### src/rtl/yolo_stream_pkg.sv
// Shared stream constants, lane byte type and slice-count helpers for the input unpacker.
package yolo_stream_pkg;

  localparam int unsigned AxisWidthDefault = 512;
  localparam int unsigned ByteWidth        = 8;

  typedef logic [ByteWidth-1:0] pixel_byte_t;

  // Output transfers needed to present one stream beat across the lanes.
  function automatic int unsigned num_slices(int unsigned axis_width, int unsigned lanes);
    return axis_width / (ByteWidth * lanes);
  endfunction

  // Index width for a count, never narrower than one bit.
  function automatic int unsigned idx_width(int unsigned n);
    return (n > 1) ? $clog2(n) : 1;
  endfunction

endpackage

### src/rtl/input_unpacker_if.sv
// Stream-in / lanes-out bundle for the input unpacker; slave is the unpacker's view.
interface input_unpacker_if #(
  parameter int unsigned NUM_LANES  = 16,
  parameter int unsigned AXIS_WIDTH = yolo_stream_pkg::AxisWidthDefault
);
  import yolo_stream_pkg::*;

  localparam int unsigned SLICES  = num_slices(AXIS_WIDTH, NUM_LANES);
  localparam int unsigned SLICE_W = idx_width(SLICES);

  logic [AXIS_WIDTH-1:0] s_axis_tdata;
  logic                  s_axis_tvalid;
  logic                  s_axis_tready;
  logic                  s_axis_tlast;

  pixel_byte_t           pixel_channels [NUM_LANES];
  logic                  valid_out;
  logic                  ready_in;
  logic                  last_out;
  logic [SLICE_W-1:0]    slice_idx;

  modport slave (
    input  s_axis_tdata, s_axis_tvalid, s_axis_tlast, ready_in,
    output s_axis_tready, pixel_channels, valid_out, last_out, slice_idx
  );

  modport master (
    output s_axis_tdata, s_axis_tvalid, s_axis_tlast, ready_in,
    input  s_axis_tready, pixel_channels, valid_out, last_out, slice_idx
  );

endinterface

### src/rtl/axis_skid_buffer.sv
// Two-entry holding/skid register pair with a registered ready.
// The downstream side drains the holding entry via out_consume_i.
module axis_skid_buffer #(
  parameter int unsigned DataW = 513
) (
  input  logic             clk,
  input  logic             rst,
  input  logic [DataW-1:0] in_data_i,
  input  logic             in_valid_i,
  output logic             in_ready_o,
  output logic [DataW-1:0] out_data_o,
  output logic             out_valid_o,
  input  logic             out_consume_i
);

  logic [DataW-1:0] h_data_q, h_data_d, k_data_q, k_data_d;
  logic             h_valid_q, h_valid_d, k_valid_q, k_valid_d;
  logic             ready_q;
  logic             accept;

  // ready_q resets high so the port rises on the first cycle out of reset; rst masks it meanwhile.
  assign in_ready_o  = ready_q & ~rst;
  assign accept      = in_valid_i & in_ready_o;
  assign out_data_o  = h_data_q;
  assign out_valid_o = h_valid_q;

  // Route each accepted beat to holding or skid; skid refills holding when it drains.
  always_comb begin
    h_data_d  = h_data_q;
    h_valid_d = h_valid_q;
    k_data_d  = k_data_q;
    k_valid_d = k_valid_q;
    if (out_consume_i) begin
      if (k_valid_q) begin
        // ready was low, so no beat can be accepted this cycle
        h_data_d  = k_data_q;
        h_valid_d = 1'b1;
        k_valid_d = 1'b0;
      end else if (accept) begin
        h_data_d  = in_data_i;
        h_valid_d = 1'b1;
      end else begin
        h_valid_d = 1'b0;
      end
    end else if (accept) begin
      if (!h_valid_q) begin
        h_data_d  = in_data_i;
        h_valid_d = 1'b1;
      end else begin
        k_data_d  = in_data_i;
        k_valid_d = 1'b1;
      end
    end
  end

  // Valid flags and ready register; reset discards any buffered beats.
  always_ff @(posedge clk) begin
    if (rst) begin
      h_valid_q <= 1'b0;
      k_valid_q <= 1'b0;
      ready_q   <= 1'b1;
    end else begin
      h_valid_q <= h_valid_d;
      k_valid_q <= k_valid_d;
      ready_q   <= ~k_valid_d;
    end
  end

  // Payload registers need no reset; they are qualified by the valid flags.
  always_ff @(posedge clk) begin
    h_data_q <= h_data_d;
    k_data_q <= k_data_d;
  end

endmodule

### src/rtl/input_unpacker.sv
// Input unpacker: accepts wide stream beats and presents them NUM_LANES bytes per cycle,
// lane i of slice c carrying beat byte c*NUM_LANES+i.
// Optional INPUT_UNPACKER_PERF_CNT_EN adds saturating beat/stall/starve counters.
module input_unpacker
  import yolo_stream_pkg::*;
#(
  parameter int unsigned NUM_LANES  = 16,
  parameter int unsigned AXIS_WIDTH = AxisWidthDefault
) (
  input  logic                    clk,
  input  logic                    rst,
  input_unpacker_if.slave         bus
`ifdef INPUT_UNPACKER_PERF_CNT_EN
  ,
  output logic [31:0]             beat_cnt,
  output logic [31:0]             stall_cnt,
  output logic [31:0]             starve_cnt
`endif
);

  localparam int unsigned SLICES  = num_slices(AXIS_WIDTH, NUM_LANES);
  localparam int unsigned SliceW  = idx_width(SLICES);
  localparam logic [SliceW-1:0] LastSlice = SliceW'(SLICES - 1);

  if ((AXIS_WIDTH % (ByteWidth * NUM_LANES)) != 0) begin : g_bad_width
    $error("input_unpacker: AXIS_WIDTH must be a multiple of 8*NUM_LANES");
  end

  logic [AXIS_WIDTH:0]   skid_out;
  logic [AXIS_WIDTH-1:0] h_data;
  logic                  h_last;
  logic                  h_valid;
  logic                  xfer;
  logic                  consume;
  logic [SliceW-1:0]     cnt_q, cnt_d;

  assign xfer    = h_valid & bus.ready_in;
  assign consume = xfer & (cnt_q == LastSlice);

  axis_skid_buffer #(
    .DataW (AXIS_WIDTH + 1)
  ) u_skid (
    .clk           (clk),
    .rst           (rst),
    .in_data_i     ({bus.s_axis_tlast, bus.s_axis_tdata}),
    .in_valid_i    (bus.s_axis_tvalid),
    .in_ready_o    (bus.s_axis_tready),
    .out_data_o    (skid_out),
    .out_valid_o   (h_valid),
    .out_consume_i (consume)
  );

  assign h_last = skid_out[AXIS_WIDTH];
  assign h_data = skid_out[AXIS_WIDTH-1:0];

  // Slice counter advances on each output transfer and wraps after the final slice.
  always_comb begin
    cnt_d = cnt_q;
    if (xfer) begin
      cnt_d = (cnt_q == LastSlice) ? '0 : cnt_q + 1'b1;
    end
  end

  // Slice counter register.
  always_ff @(posedge clk) begin
    if (rst) begin
      cnt_q <= '0;
    end else begin
      cnt_q <= cnt_d;
    end
  end

  // Lane mux: select the current slice of the holding beat.
  always_comb begin
    for (int unsigned i = 0; i < NUM_LANES; i++) begin
      bus.pixel_channels[i] = h_data[(32'(cnt_q) * NUM_LANES + i) * ByteWidth +: ByteWidth];
    end
  end

  assign bus.valid_out = h_valid;
  assign bus.slice_idx = cnt_q;
  assign bus.last_out  = h_valid & h_last & (cnt_q == LastSlice);

`ifdef INPUT_UNPACKER_PERF_CNT_EN
  logic beat_ev, stall_ev, starve_ev;

  assign beat_ev   = bus.s_axis_tvalid & bus.s_axis_tready;
  assign stall_ev  = h_valid & ~bus.ready_in;
  assign starve_ev = ~h_valid & bus.ready_in;

  // Saturating event counters.
  always_ff @(posedge clk) begin
    if (rst) begin
      beat_cnt   <= '0;
      stall_cnt  <= '0;
      starve_cnt <= '0;
    end else begin
      if (beat_ev && (beat_cnt != '1)) beat_cnt <= beat_cnt + 1'b1;
      if (stall_ev && (stall_cnt != '1)) stall_cnt <= stall_cnt + 1'b1;
      if (starve_ev && (starve_cnt != '1)) starve_cnt <= starve_cnt + 1'b1;
    end
  end
`endif

endmodule
### src/flat_wrapper.sv
// flat-port wrapper written by rule: the top's interface ports become plain ports
module input_unpacker_flat import yolo_stream_pkg::*;
#(
  parameter int unsigned NUM_LANES  = 16,
  parameter int unsigned AXIS_WIDTH = AxisWidthDefault
)
  (clk, rst, bus_s_axis_tdata, bus_s_axis_tvalid, bus_s_axis_tlast, bus_ready_in, bus_s_axis_tready, bus_pixel_channels, bus_valid_out, bus_last_out, bus_slice_idx);
  input_unpacker_if #(.NUM_LANES(NUM_LANES), .AXIS_WIDTH(AXIS_WIDTH)) bus_i ();
  input  logic clk;
  input  logic rst;
  input wire logic [$bits(bus_i.s_axis_tdata)-1:0] bus_s_axis_tdata;
  input wire logic [$bits(bus_i.s_axis_tvalid)-1:0] bus_s_axis_tvalid;
  input wire logic [$bits(bus_i.s_axis_tlast)-1:0] bus_s_axis_tlast;
  input wire logic [$bits(bus_i.ready_in)-1:0] bus_ready_in;
  output wire logic [$bits(bus_i.s_axis_tready)-1:0] bus_s_axis_tready;
  output wire logic [$bits(bus_i.pixel_channels)-1:0] bus_pixel_channels;
  output wire logic [$bits(bus_i.valid_out)-1:0] bus_valid_out;
  output wire logic [$bits(bus_i.last_out)-1:0] bus_last_out;
  output wire logic [$bits(bus_i.slice_idx)-1:0] bus_slice_idx;
  assign bus_i.s_axis_tdata = bus_s_axis_tdata;
  assign bus_i.s_axis_tvalid = bus_s_axis_tvalid;
  assign bus_i.s_axis_tlast = bus_s_axis_tlast;
  assign bus_i.ready_in = bus_ready_in;
  assign bus_s_axis_tready = bus_i.s_axis_tready;
  assign bus_pixel_channels = {>>{bus_i.pixel_channels}};
  assign bus_valid_out = bus_i.valid_out;
  assign bus_last_out = bus_i.last_out;
  assign bus_slice_idx = bus_i.slice_idx;
  input_unpacker #(.NUM_LANES(NUM_LANES), .AXIS_WIDTH(AXIS_WIDTH)) u_core (.clk(clk), .rst(rst), .bus(bus_i));
endmodule
### config.mk
export PLATFORM = sky130hd
export DESIGN_NAME = input_unpacker_flat
export DESIGN_NICKNAME = d
export VERILOG_FILES = /design/src/rtl/yolo_stream_pkg.sv /design/src/rtl/input_unpacker_if.sv /design/src/rtl/axis_skid_buffer.sv /design/src/rtl/input_unpacker.sv /design/src/flat_wrapper.sv
export SDC_FILE = /design/constraint.sdc
export NUM_CORES = 1
export LEC_CHECK = 0
export ABC_CLOCK_PERIOD_IN_PS = 100700
export CAP_MARGIN = 20
export CORE_UTILIZATION = 58
export DETAILED_ROUTE_END_ITERATION = 12
export PLACE_DENSITY = 0.85
export RECOVER_POWER = 50
export SLEW_MARGIN = 20
export SYNTH_ARGS = -nofsm -noshare
export SYNTH_HDL_FRONTEND = slang
export SYNTH_SLANG_ARGS = --single-unit
### constraint.sdc
create_clock -name clk -period 100.7 [get_ports clk]
set_clock_uncertainty 0.1 [all_clocks]
set_input_delay 25.175 -clock clk [delete_from_list [all_inputs] [get_ports clk]]
set_output_delay 25.175 -clock clk [all_outputs]
set_load 0.05 [all_outputs]
==> run metrics, run 1 <==
worst-margin pin slew approximately 9.5 ns; area of the die 73900 sq um; switching share of total power 22.1%; Buffers on Ports roughly 650; Synth Flop Type edfxtp_1; Inst Count DP 3319; clk sinks 1031; P_leak 18.3 nW; hold_buf cts 0; total wire length 93500 microns; area delta synth->final 23.4%; hpwl dp 59900 microns; CTS Buf Count 103; antenna violations before repair 88; power density over the cells 18.2 nW/um^2; Psw 0.000209 W; FF/Latch Area slightly above 30000 sq um; fillers about 4000; Seq pwr share 52.7%; critical path arrival 26.78 ns; # Max-Cap Violations 8; Cell Rows 98; critical path peak fanout 7; Post-CTS Setup Inserts 0; Vias 20442; minimum clock period 52.06 ns; H-tree lvl count 3; area of the multi-input gates 9960 sq um; Die H between 200 and 300 microns; Post-Syn Area around 42000 sq um; Syn Nets 2300; Crit. End Element output pin; Worst Hold Class flop to flop; first-pass GRT wire length 136000 microns; Setup TNS 0 ns; maximum root-to-sink buffer count 3; data required time of the critical path around 75 ns; status finished, violations left; grt ovf 0; Post-synth EDFFs 1026; Chip Width 272 microns; slew margin rel. -531%; Antenna Nets Post-Route 0; fin util 72.6%; Comb pwr share between 8 and 9%; Int Pwr 0.000738 W; post-synthesis sequential area ratio 73.2%; Post-synth ARST share 0%; final setup violation count 0; Netlist cell types 28; layout cells sized above 1 between 20% and 30%; WL/cell between 20 and 30 microns; Worst VDD drop 0.0000188 V; clock root buffer clkbuf_16; most frequent cells in the layout 1026 x edfxtp_1, 518 x dlygate4sd3_1, 305 x mux2_4; YS warnings 0; Clk pin slew, worst setup/hold paths 0.06 ns; violations in the final reports max-capacitance violations, max-slew violations; Core Box Area 71700 sq um; GR Util All Layers 24.7%; Layout Cells excl Fill ~3600; Syn Area/Cell 23.7 sq um; cells after synthesis 1782; Final nets roughly 3000; number of global-route vias before repair 21584; Vias per Instance 5.72; period utilization 51.7%; IO Count 650; Critical Path Start Type primary input; clock network power share 38.5%; Power Total 0.000947 W; initial core utilization between 50% and 60%; 1st-pass router iterations 5; most common library cell in the layout ignoring fill and taps edfxtp_1; pin count of the biggest net entering global routing 170; Initial DRC Count 1509; #FFs+latches synth 1031; cts repair resizes 0; RSZ-0062 raised after global routing false; CTS tree done; clk_lat worst skew 0.64 ns; gpl congestion 0.854; Slew Viols, Final 647; f_max 19.2 MHz; Final Hold Fails 0; kind of critical path primary input to output pin; Residual DRC 0
-- kinds of logic (layout without fill, tap and decap cells) --
family,after synthesis,count (layout),share of synthesized area (%)
flops,1031,1031,73.2
buf+inv,88,865,1.77
simple gates,11,11,0.160
fa+ha+maj,1,1,0.0296
mux,641,641,24.7
compound gates,10,10,0.175
other cells,0,62,0
-- metal layers --
metal | routed length (microns) | GRT usage [%] | vias to the layer above
met1 | 34400 | 29.3 | 10470
met5 | 165 | 0 | -
met3 | 6390 | 6.15 | 250
met2 | 48100 | 41.5 | 837
li1 | - | - | 8857
met4 | 4390 | 13.8 | 28
-- metrics by stage --
step	hold WS (ns)	cell area (sq um)	setup WS (ns)
4_1_cts	0.421	52600	48.75
3_3_place_gp	0.379	49400	48.75
6_report	0.416	52100	48.64
2_1_floorplan	0.362	42200	36.31
5_1_grt	0.433	52100	48.63
3_5_place_dp	0.404	49400	48.76
-- state kept, by name, summed over array words and instances (netlist names) --
name / cells
u_core.u_skid.ready_q: 1
u_core.u_skid.k_valid_q: 1
u_core.bus.slice_idx: 2
u_core.u_skid.out_data_o: 513
u_core.u_skid.k_data_q: 513
u_core.u_skid.out_valid_o: 1
-- critical path: stages --
cell,delay [ns]
dlygate4sd3_1,0.65
nor2b_1,0.14
clkdlybuf4s50_1,0.81
-- layout make-up --
| cell class | count | share of cell area [%] |
|---|---|---|
| Antenna cell | 62 | 0.298 |
| Clock buffer | 126 | 5.19 |
| Clock inverter | 63 | 0.949 |
| Inverter | 1 | 0.00720 |
| Multi-Input combinational cell | 663 | 19.1 |
| Sequential cell | 1031 | 59.3 |
| Tap cell | 950 | 2.28 |
| Timing Repair Buffer | 675 | 12.8 |
-- final timing paths --
kind	from	to	slack (ns)	depth (start not counted)
max	rst	bus_s_axis_tready	48.64	3
min	u_core.u_skid.k_data_q[150]$_DFFE_PP_	u_core.u_skid.out_data_o[150]$_DFFE_PP_	0.42	1
max reg2reg	u_core.bus.slice_idx[0]$_SDFFE_PP0N_	u_core.u_skid.k_data_q[130]$_DFFE_PP_	88.77	6
min reg2reg	u_core.u_skid.k_data_q[150]$_DFFE_PP_	u_core.u_skid.out_data_o[150]$_DFFE_PP_	0.42	1
-- synthesized netlist by cell type, types with 2 or more instances --
cell,instances,area [sq um]
buf_6,52,586
clkbuf_1,7,26.3
nand2_1,3,11.3
a21bo_2,2,20.0
edfxtp_1,1026,30800
mux2_4,470,7060
buf_1,7,26.3
buf_2,20,100
mux4_2,128,2880
a21oi_1,3,15.0
mux2_2,43,484
dfxtp_1,5,100
-- power by group through the flow --
stage                     sequential, W  clock, W  combinational (W)
after floorplan                0.000527         0          0.0000486
after detailed placement       0.000507         0          0.0000895
after global placement         0.000505         0          0.0000871
after global routing           0.000500  0.000386          0.0000870
final                          0.000499  0.000365          0.0000832
after CTS                      0.000498  0.000371          0.0000905
No activity file was read; power rests on OpenSTA's default activity.
==> run 2: changes to the inputs <==
--- a/config.mk
+++ b/config.mk
@@ -5,11 +5,11 @@
 export SDC_FILE = /design/constraint.sdc
 export NUM_CORES = 1
 export LEC_CHECK = 0
-export ABC_CLOCK_PERIOD_IN_PS = 100700
+export ABC_CLOCK_PERIOD_IN_PS = 52500
 export CAP_MARGIN = 20
-export CORE_UTILIZATION = 58
+export CORE_UTILIZATION = 54
 export DETAILED_ROUTE_END_ITERATION = 12
-export PLACE_DENSITY = 0.85
+export PLACE_DENSITY = 0.8
 export RECOVER_POWER = 50
 export SLEW_MARGIN = 20
 export SYNTH_ARGS = -nofsm -noshare
==> constraint.sdc (replaced) <==
create_clock -name clk -period 52.5 [get_ports clk]
set_clock_uncertainty 0.1 [all_clocks]
set_input_delay 13.125 -clock clk [delete_from_list [all_inputs] [get_ports clk]]
set_output_delay 13.125 -clock clk [all_outputs]
set_load 0.05 [all_outputs]
==> run 2 against run 1 <==
Via count shrank 2.4%. Sequential cell count did not move. Total power rose by 93%. Final area is essentially flat. Die area increased by 7.4%. The flow still finishes with violations (max-capacitance violations, max-slew violations). Utilization down 5.4 points. Largest cell class unchanged. Sequential share of layout area hardly changed.
==> run metrics, run 2 (synthesized netlist as in run 1, its figures left out) <==
Cell Rows 102; first-pass GRT wire length between 100000 and 150000 microns; slew margin rel. -554%; Crit. End Element output pin; grt ovf 0; CTS tree done; most frequent cells in the layout 1026 x edfxtp_1, 516 x dlygate4sd3_1, 277 x mux2_4; post-place setup slack 24.65 ns; Buffers on Ports approximately 650; clk_lat worst skew 0.66 ns; data required time of the critical path 39.28 ns; met3 Resource Use GR 5.86%; hold_buf cts 0; total wire length 90700 microns; initial core utilization 54.5%; P_leak 18.2 nW; Cells on Worst Hold Path 1; period utilization 53.3%; H-tree lvl count 3; status finished, violations left; Layout Cells excl Fill 3634; reg2reg setup slack between 40 and 50 ns; Post-CTS Setup Inserts 0; WL/cell approximately 25 microns; critical path arrival 14.74 ns; Die H 282 microns; worst reg2reg endpoint u_core.u_skid.out_data_o[70]$_DFFE_PP_; pin count of the biggest net entering global routing 186; Worst Hold Class flop to flop; final instance area 52100 sq um; GRT busiest layer met2; kind of critical path primary input to output pin; hold_sp u_core.u_skid.k_data_q[50]$_DFFE_PP_; Vias per Instance 5.49; Core Box Area 77500 sq um; worst-margin pin slew 9.81 ns; # Max-Cap Violations 8; Slew Viols, Final 630; violations in the final reports max-capacitance violations, max-slew violations; antenna violations before repair 85; Critical Path Start Type primary input; cts repair resizes 0; Final nets 2990; CTS Buf Count 102; dpl cell area between 40000 and 50000 sq um; cells on worst reg2reg path 6; 1st-pass router iterations 5; IO Count 650; power density over the cells around 35 nW/um^2; Clk pin slew, worst setup/hold paths 0.06 ns; critical path peak fanout 7; Final Hold Fails 0; Initial DRC Count ~1300; hold path endpoint u_core.u_skid.out_data_o[50]$_DFFE_PP_; most common library cell in the layout ignoring fill and taps edfxtp_1; area delta synth->final 23.3%; minimum clock period 27.96 ns; clock root buffer clkbuf_16; maximum root-to-sink buffer count 3; GR Util All Layers 22.2%; met1 track demand over resource a little over a quarter; area of the die slightly below 80000 sq um; layout cells sized above 1 23.8%; number of global-route vias before repair 21155; final setup violation count 0; gpl congestion ~0.8; Worst VDD drop 0.0000277 V; clk sinks 1031; RR Startpoint u_core.bus.slice_idx[1]$_SDFFE_PP0N_; Antenna Nets Post-Route 0; Inst Count DP 3408; hpwl dp 59100 microns; setup ws final 24.54 ns; Chip Width 282 microns; Vias around 20000; RSZ-0062 raised after global routing false; Residual DRC 0; GR Util met2 38.3%; Setup TNS 0 ns; f_max 35.8 MHz
[run 2: critical path: stages]
cell and delay, ns:
dlygate4sd3_1 0.65, nor2b_1 0.15, clkdlybuf4s50_1 0.81
[run 2: layout make-up]
cell class / count / area (sq um)
tap: 1040 / 1300
timing repair buffer: 673 / 6670
inverter: 1 / 3.75
clock buffer: 120 / 2640
clock inverter: 64 / 598
antenna: 42 / 105
fill: 5094 / 25400
sequential: 1031 / 30900
multi-input combinational: 663 / 9850
[run 2: stage by stage]
stage	hold WS, ns	util, %	power (W)
4_1_cts	0.431	68.1	0.00185
5_1_grt	0.422	67.2	0.00188
6_report	0.418	67.2	0.00183
3_5_place_dp	0.419	63.9	0.00114
2_1_floorplan	0.362	-	0.00110
3_3_place_gp	0.380	63.9	0.00114
[run 2: where the power goes]
group	switching, W	leakage (nW)	internal (W)	total [W]
Sequential	0.00000984	9.46	0.000948	0.000958
Clock	0.000307	1.58	0.000404	0.000711
Combinational	0.0000828	7.15	0.0000740	0.000157
[run 2: how the worst max path moves through the flow]
stage | slack [ns] | to | start | cells past startpoint
floorplan | 0.16 | u_core.u_skid.k_data_q[0]$_DFFE_PP_ | rst | 2
global placement | 24.68 | bus_s_axis_tready | rst | 3
detailed placement | 24.65 | bus_s_axis_tready | rst | 3
CTS | 24.63 | bus_s_axis_tready | rst | 3
global route | 24.50 | bus_s_axis_tready | rst | 3
finish | 24.54 | bus_s_axis_tready | rst | 3
[run 2: layer usage]
metal | wire length, microns | up-vias | share of wire, %
li1 | - | 8814 | -
met1 | 34100 | 10124 | 38
met2 | 46800 | 718 | 52
met3 | 5990 | 266 | 6.6
met4 | 3650 | 36 | 4.0
met5 | 220 | - | 0.24
